## config.mk

```make
export PLATFORM = sky130hd
export DESIGN_NAME = count_select_seq
export DESIGN_NICKNAME = d
export VERILOG_FILES = /design/src/rtl/count_select_seq.sv
export SDC_FILE = /design/constraint.sdc
export NUM_CORES = 1
export LEC_CHECK = 0
export CORE_MARGIN = 2
export CORE_UTILIZATION = 30
export CTS_CLUSTER_DIAMETER = 100
export DETAILED_ROUTE_END_ITERATION = 12
export PLACE_DENSITY = 0.62
export SETUP_SLACK_MARGIN = 0.1
export SYNTH_ARGS = -nofsm -noshare
export SYNTH_HDL_FRONTEND = slang
export SYNTH_SLANG_ARGS = --single-unit
```

## constraint.sdc

```tcl
create_clock -name clk -period 7.1 [get_ports clk]
set_input_delay 2.13 -clock clk [delete_from_list [all_inputs] [get_ports clk]]
set_output_delay 2.13 -clock clk [all_outputs]
set_load 0.01 [all_outputs]
```

## src/rtl/count_select_seq.sv

```systemverilog
// count_select_seq: modulo-MODULUS up/down counter with parallel load, enable
// and one-shot halt, plus a registered one-hot select bus of polarity
// SEL_ACTIVE_LOW. Reports wrap, one-shot completion and clamped loads.
module count_select_seq #(
    parameter int WIDTH          = 7,
    parameter int MODULUS        = 128,
    parameter int SEL_ACTIVE_LOW = 1
) (
    input  logic               clk,
    input  logic               reset,
    input  logic               en,
    input  logic               up_dn,
    input  logic               one_shot,
    input  logic               load,
    input  logic [WIDTH-1:0]   load_val,
    output logic [WIDTH-1:0]   count,
    output logic [MODULUS-1:0] select,
    output logic               wrap,
    output logic               done,
    output logic               load_err
);

    // Arithmetic runs one bit wider so MODULUS == 2^WIDTH is representable.
    localparam logic [WIDTH:0]     MOD_W   = (WIDTH+1)'(MODULUS);
    localparam logic [WIDTH:0]     LAST    = (WIDTH+1)'(MODULUS - 1);
    localparam logic [WIDTH:0]     STEP    = (WIDTH+1)'(1);
    localparam logic               SEL_LOW = (SEL_ACTIVE_LOW != 0);
    localparam logic [MODULUS-1:0] SEL_ONE = {{(MODULUS-1){1'b0}}, 1'b1};
    localparam logic [MODULUS-1:0] SEL_RST = SEL_LOW ? ~SEL_ONE : SEL_ONE;

    logic [WIDTH:0]     cnt_cur;
    logic [WIDTH:0]     cnt_next;
    logic [WIDTH:0]     load_ext;
    logic [MODULUS-1:0] sel_next;
    logic               at_term;
    logic               wrap_next;
    logic               done_next;
    logic               lerr_next;

    // Next-state: load beats enable; done freezes the count until a load.
    always_comb begin
        cnt_cur   = {1'b0, count};
        load_ext  = {1'b0, load_val};
        cnt_next  = cnt_cur;
        wrap_next = 1'b0;
        lerr_next = 1'b0;
        done_next = done;
        // >= on the up side keeps a non-power-of-two range from ever escaping
        at_term   = up_dn ? (cnt_cur >= LAST) : (cnt_cur == '0);
        if (load) begin
            done_next = 1'b0;
            if (load_ext < MOD_W) begin
                cnt_next = load_ext;
            end else begin
                cnt_next  = LAST;
                lerr_next = 1'b1;
            end
        end else if (en && !done) begin
            if (at_term) begin
                if (one_shot) begin
                    done_next = 1'b1;
                end else begin
                    cnt_next  = up_dn ? '0 : LAST;
                    wrap_next = 1'b1;
                end
            end else if (up_dn) begin
                cnt_next = cnt_cur + STEP;
            end else begin
                cnt_next = cnt_cur - STEP;
            end
        end
    end

    // Decode from the next count so select lands on the same edge as count.
    for (genvar i = 0; i < MODULUS; i++) begin : g_sel
        localparam logic [WIDTH:0] IDX = (WIDTH+1)'(i);
        assign sel_next[i] = (cnt_next == IDX) ^ SEL_LOW;
    end

    // State and flag registers; reset drops any pending pulse immediately.
    always_ff @(posedge clk or posedge reset) begin
        if (reset) begin
            count    <= '0;
            select   <= SEL_RST;
            wrap     <= 1'b0;
            done     <= 1'b0;
            load_err <= 1'b0;
        end else begin
            count    <= cnt_next[WIDTH-1:0];
            select   <= sel_next;
            wrap     <= wrap_next;
            done     <= done_next;
            load_err <= lerr_next;
        end
    end

endmodule

```

======== Yosys cells after proc, flatten, opt, wreduce, memory -nomap -nowiden ========
Cells that the tools add are included.
operators by class
  add/subtract/negate cells ............... 2
  order comparisons ....................... 1
  equal/unequal tests ..................... 127
  mux-type cells .......................... 15
  bitwise operators ....................... 128
  reduce and logical (&&, ||, !) cells .... 8
operator list
  operator               count
  $eq A8 B7 Y1 const B   64
  $eq A8 B6 Y1 const B   32
  $eq A8 B5 Y1 const B   16
  $not A1 Y1             128
  $eq A8 B4 Y1 const B   8
  $eq A8 B3 Y1 const B   4
  $mux W8                4
  $eq A8 B2 Y1 const B   2
  $mux W7                2
  $mux W1                9
  $add A7 B1 Y8 const B  1
  $eq A8 B1 Y1 const B   1
  $logic_not A8 Y1       1
  $sub A7 B1 Y8 const B  1
  $ge A7 B7 Y1 const B   1
  $logic_not A7 Y1       1
  $reduce_bool A2 Y1     3
  $reduce_and A3 Y1      1
  $logic_and A1 B1 Y1    1
  $logic_not A1 Y1       1
storage, ports and cells
  bits in registers ....................... 137
  input port bits ......................... 13
  output and inout port bits .............. 138

======== Logic depth before layout (Yosys ltp) ========
  depth in word-level cells ............... 7
  depth in mapped cells ................... 11
  depth with buffers taken out ............ 10

======== Worst setup path before layout ========
OpenSTA, ideal clock, no wires.
  path kind ............................... in2reg
  start point ............................. in up_dn
  end point ............................... reg select[0]
  setup time .............................. 126 ps
  data arrival time ....................... 4049 ps
  required time ........................... 6974 ps
  slack ................................... 2925 ps
  cell stages on the path ................. 11
  path buffers ............................ 1
  cells stage by stage .................... inv_1 -> ha_1 -> a211oi_1 -> o21bai_1 -> a21oi_1 -> mux2_2 -> nor2_4 -> inv_2 -> nor2_4 -> buf_2 -> nand2_1
on the way
  cells in the longest elaborated chain, start to end .. 7
ends and longest elaborated chain
  element                          RTL line  source
  start: declaration               12        input logic up_dn,
  $mux W7                          63        cnt_next = up_dn ? '0 : LAST;
  $mux W7                          60        if (one_shot) begin
  $mux W8 (*)                      59        if (at_term) begin
  $mux W8 (*)                      58        end else if (en && !done) begin
  $mux W8 (*)                      50        if (load) begin
  $logic_not A8 Y1 (*)             77        assign sel_next[i] = (cnt_next == IDX) ^ SEL_LOW;
  $not A1 Y1 (no source line) (*)  n/a
  net sel_next[0]                  34        logic [MODULUS-1:0] sel_next;
  end signal: assignment           90        select <= sel_next;
  end: declaration                 17        output logic [MODULUS-1:0] select,
The timed path passes the listed nets; every way through them passes the cells marked *.
A chain may end at the register's enable or synchronous reset.

======== Worst setup path after layout ========
  start point ............................. in up_dn
  end point ............................... reg select[35]
on the way
  cells in the longest elaborated chain, start to end .. 7
ends and longest elaborated chain
  element                          RTL line  source
  $mux W7                          63
  $mux W7                          60
  $mux W8 (*)                      59
  $mux W8 (*)                      58
  $mux W8 (*)                      50
  net cnt_next[4]                  32        logic [WIDTH:0] cnt_next;
  $eq A8 B6 Y1 (*)                 77
  $not A1 Y1 (no source line) (*)  n/a
  net sel_next[35]                 34
Marked as above.

==> impl_metrics.py <==
metrics = {
    "job": {
        "maxCapViolCount": 0,
    },
    "grt": {
        "grt_max_degree": 85,
        "first_global_vias": 4164,
        "grt_pass1_wl_microns": 23800,
        "grt.total_usage_pct": 15.7,
        "grt-ovfl-total": 0,
        "antenna_found_initial": 0,
    },
    "critical_path": {
        "crit_path_start": "up_dn",
        "timing.rr.end": "select[35]",
        "required_ns": 7.40,
        "r2r-start": "count[0]",
        "crit_fanout": 11,
        "cp.arrival_ns": 5.91,
        "ff2ff_path_depth": 10,
        "r2r_slack_ns": 3.33,
        "worstSetupEndpointType": "flip-flop",
        "critical_path_class": "in -> reg",
        "worstSetupStartpointType": "primary input",
    },
    "synth": {
        "async_flop_share_pct": 100,
        "synth_top_area_cell": "dfstp_2",
        "synth_cells": 448,
        "ys_seq_elements": 137,
        "synth_edf_count": 0,
        "ys_top_cells_by_count": "dfstp_2 (127), nand3_1 (72), nand2_1 (67)",
        "synth_area_sq_um": 5480,
        "ys_warn_count": 0,
        "synthFlopType": "dfstp_2",
        "syn_nets": 468,
        "synth_most_common_cell": "dfstp_2",
        "netlist.area_leader.share_pct": 60.9,
        "yosysSeqAreaShare_pct": 65.5,
        "ys_top_cells_by_area": "dfstp_2 (61%), nand3_1 (6.6%), nand2_1 (4.6%)",
        "syn_avg_cell_area_sq_um": 12.2,
        "yosysUniqueCellTypes": 62,
    },
    "route": {
        "wl_per_cell_microns": 17.8,
        "drc": 0,
        "antenna_left": 0,
        "viasPerCell": 4.87,
        "drtIter0Drc": 286,
        "vias": 4088,
        "drt_wl_total_microns": 15000,
        "firstDrtPassIters": 5,
    },
    "final_layout": {
        "finalNonFillerCells": 839,
        "antenna_cells": 0,
        "multi_input_comb_area_sq_um": 1740,
        "seq_area_sq_um": 3590,
        "fillerInstances": 1664,
        "final_layout_size_suffix_gt1_share_pct": 34.3,
        "fin_nets": 617,
        "stdcell_area_sq_um": 7800,
        "area_growth_pct": 42.5,
    },
    "timing": {
        "hold_violations": 0,
        "fin_crit_ns": 5.61,
        "hold_ws_ns": 0.568,
        "max_clock_freq_mhz": 178,
        "fin_worst_skew_ns": 0.00735,
        "slew_headroom_pct": 25.0,
        "rsz0062_at_grt": "false",
        "tightest_slew_ns": 1.10,
        "totalNegativeSetupSlack_ns": 0,
        "setup_viol_count_final": 0,
        "setup_ws_ns": 1.49,
        "slew_violations": 0,
        "fin_crit_sh_pct": 79.0,
    },
    "min_path": {
        "worstHoldEndpoint": "done",
        "hold_class": "reg -> reg",
        "holdCritStartpoint": "done",
        "hold_path_depth": 2,
    },
    "cts": {
        "clkTransAtPathRegs_ns": 0.06,
        "postCtsSetupBuffers": 0,
        "tritoncts": "done",
        "htreeDepth": 4,
        "cts_sinks": 137,
        "post_cts_resized": 0,
        "clock_latency_ns": 0.41,
        "cts_hold_buf": 0,
        "cts_buffers": 17,
        "cts_root_buf": "clkbuf_16",
        "clock_path_buffers": 2,
    },
    "placement": {
        "placed_cell_area_sq_um": 7170,
        "portBuffers": 149,
        "dp_cells": 807,
        "finalWeightedCongestion": 0.942,
        "hpwlAfterDp_microns": 10400,
        "pre_cts_slack_ns": 1.10,
    },
    "power": {
        "p_leak_nw": 2.84,
        "p_per_area_nw_per_um2": 284,
        "ir_worst_vdd_mv": 0.138,
    },
    "floorplan": {
        "die_h_microns": 139,
        "ios": 151,
        "dieArea_sq_um": 19400,
        "rows": 49,
        "core_area_sq_um": 18000,
        "initial_core_util_pct": 30.5,
        "die_x_microns": 139,
    },
    "outcome": {
        "status": "complete, no violations",
    },
}
-- layout by cell type (no fill, tap or decap), types with 2 or more instances in the layout --
cell type and n:
clkinv_4 2, nand2b_1 5, dfrtp_1 10, clkbuf_1 3, nor3_1 9, nor2_2 4, xnor2_1 3, buf_4 4
and3_1 2, dfstp_2 127, nor2_4 4, nand3_1 72, o211ai_1 2, clkdlybuf4s50_1 149, nor4_4 3, nand2_1 67
mux2i_1 2, nor3b_2 3, nor2_1 22, ha_1 6, nor4_1 3, clkbuf_16 17, nand4_1 6, nor4_2 4
clkbuf_8 2, bufinv_16 4, o21ai_0 7, a211oi_2 2, clkinvlp_4 2, nor3_4 3, a21oi_4 2, nor3_2 6
a21oi_1 8, and2_1 2, inv_2 5, inv_1 5
-- stage by stage --
step | total power (W) | util, %
floorplan | 0.00115 | -
global placement | 0.00129 | 39.9
detailed placement | 0.00130 | 39.9
CTS | 0.00223 | 43.4
global route | 0.00230 | 43.4
finish | 0.00221 | 43.4
-- how the worst max path moves through the flow --
| stage | slack [ns] | to | cells past startpoint |
|---|---|---|---|
| final | 1.49 | select[35] | 11 |
| after global placement | 1.22 | select[35] | 11 |
| after detailed placement | 1.10 | select[3] | 11 |
| after CTS | 1.52 | select[3] | 11 |
| after floorplan | 1.51 | count[0] | 1 |
| after global routing | 1.29 | select[43] | 11 |
-- layer usage --
metal / track usage, % / vias to the layer above / routed length (microns)
met5: 0 / - / 0
met2: 24.6 / 182 / 7150
met1: 21.4 / 2042 / 6660
met3: 3.04 / 23 / 865
li1: - / 1841 / -
met4: 6.43 / 0 / 292
-- report_power, final --
part | switching [W] | internal, W
sequential | 0.0000244 | 0.000821
clock | 0.000319 | 0.000608
combinational | 0.000305 | 0.000136
-- layout make-up --
| type | instances | share of cell area, % |
|---|---|---|
| flip-flops and latches | 137 | 46.0 |
| multi-input cells | 277 | 22.2 |
| repair buffers | 153 | 19.5 |
| clock buffers | 22 | 5.95 |
| well taps | 229 | 3.67 |
| clock inverters | 10 | 2.13 |
| inverters | 11 | 0.561 |
-- logic make-up after synthesis --
group | Yosys count | share of synthesized area (%)
other | 1 | 0.0684
adder cells (fa/ha/maj) | 7 | 1.74
multiplexers | 4 | 0.754
flip-flops | 137 | 65.5
XOR/XNOR | 4 | 0.640
buffers and inverters | 34 | 2.92
AO/OA/AOI/OAI | 40 | 5.94
AND/OR/NAND/NOR | 221 | 22.5
-- worst max-delay path: stages --
cell and delay [ns]:
clkdlybuf4s50_1 0.64, inv_1 0.22, ha_1 0.41, nand2b_1 0.11, a21oi_1 0.20, xnor2_1 0.15
o32ai_1 0.18, mux2i_2 0.89, inv_2 0.34, nor3_1 0.49, nand3_1 0.14
-- sequential cells by signal, summed over array words and instances (netlist names) --
signal	flops
wrap	1
select	128
count	7
done	1
Note: power is estimated with default switching activity, not from simulation.
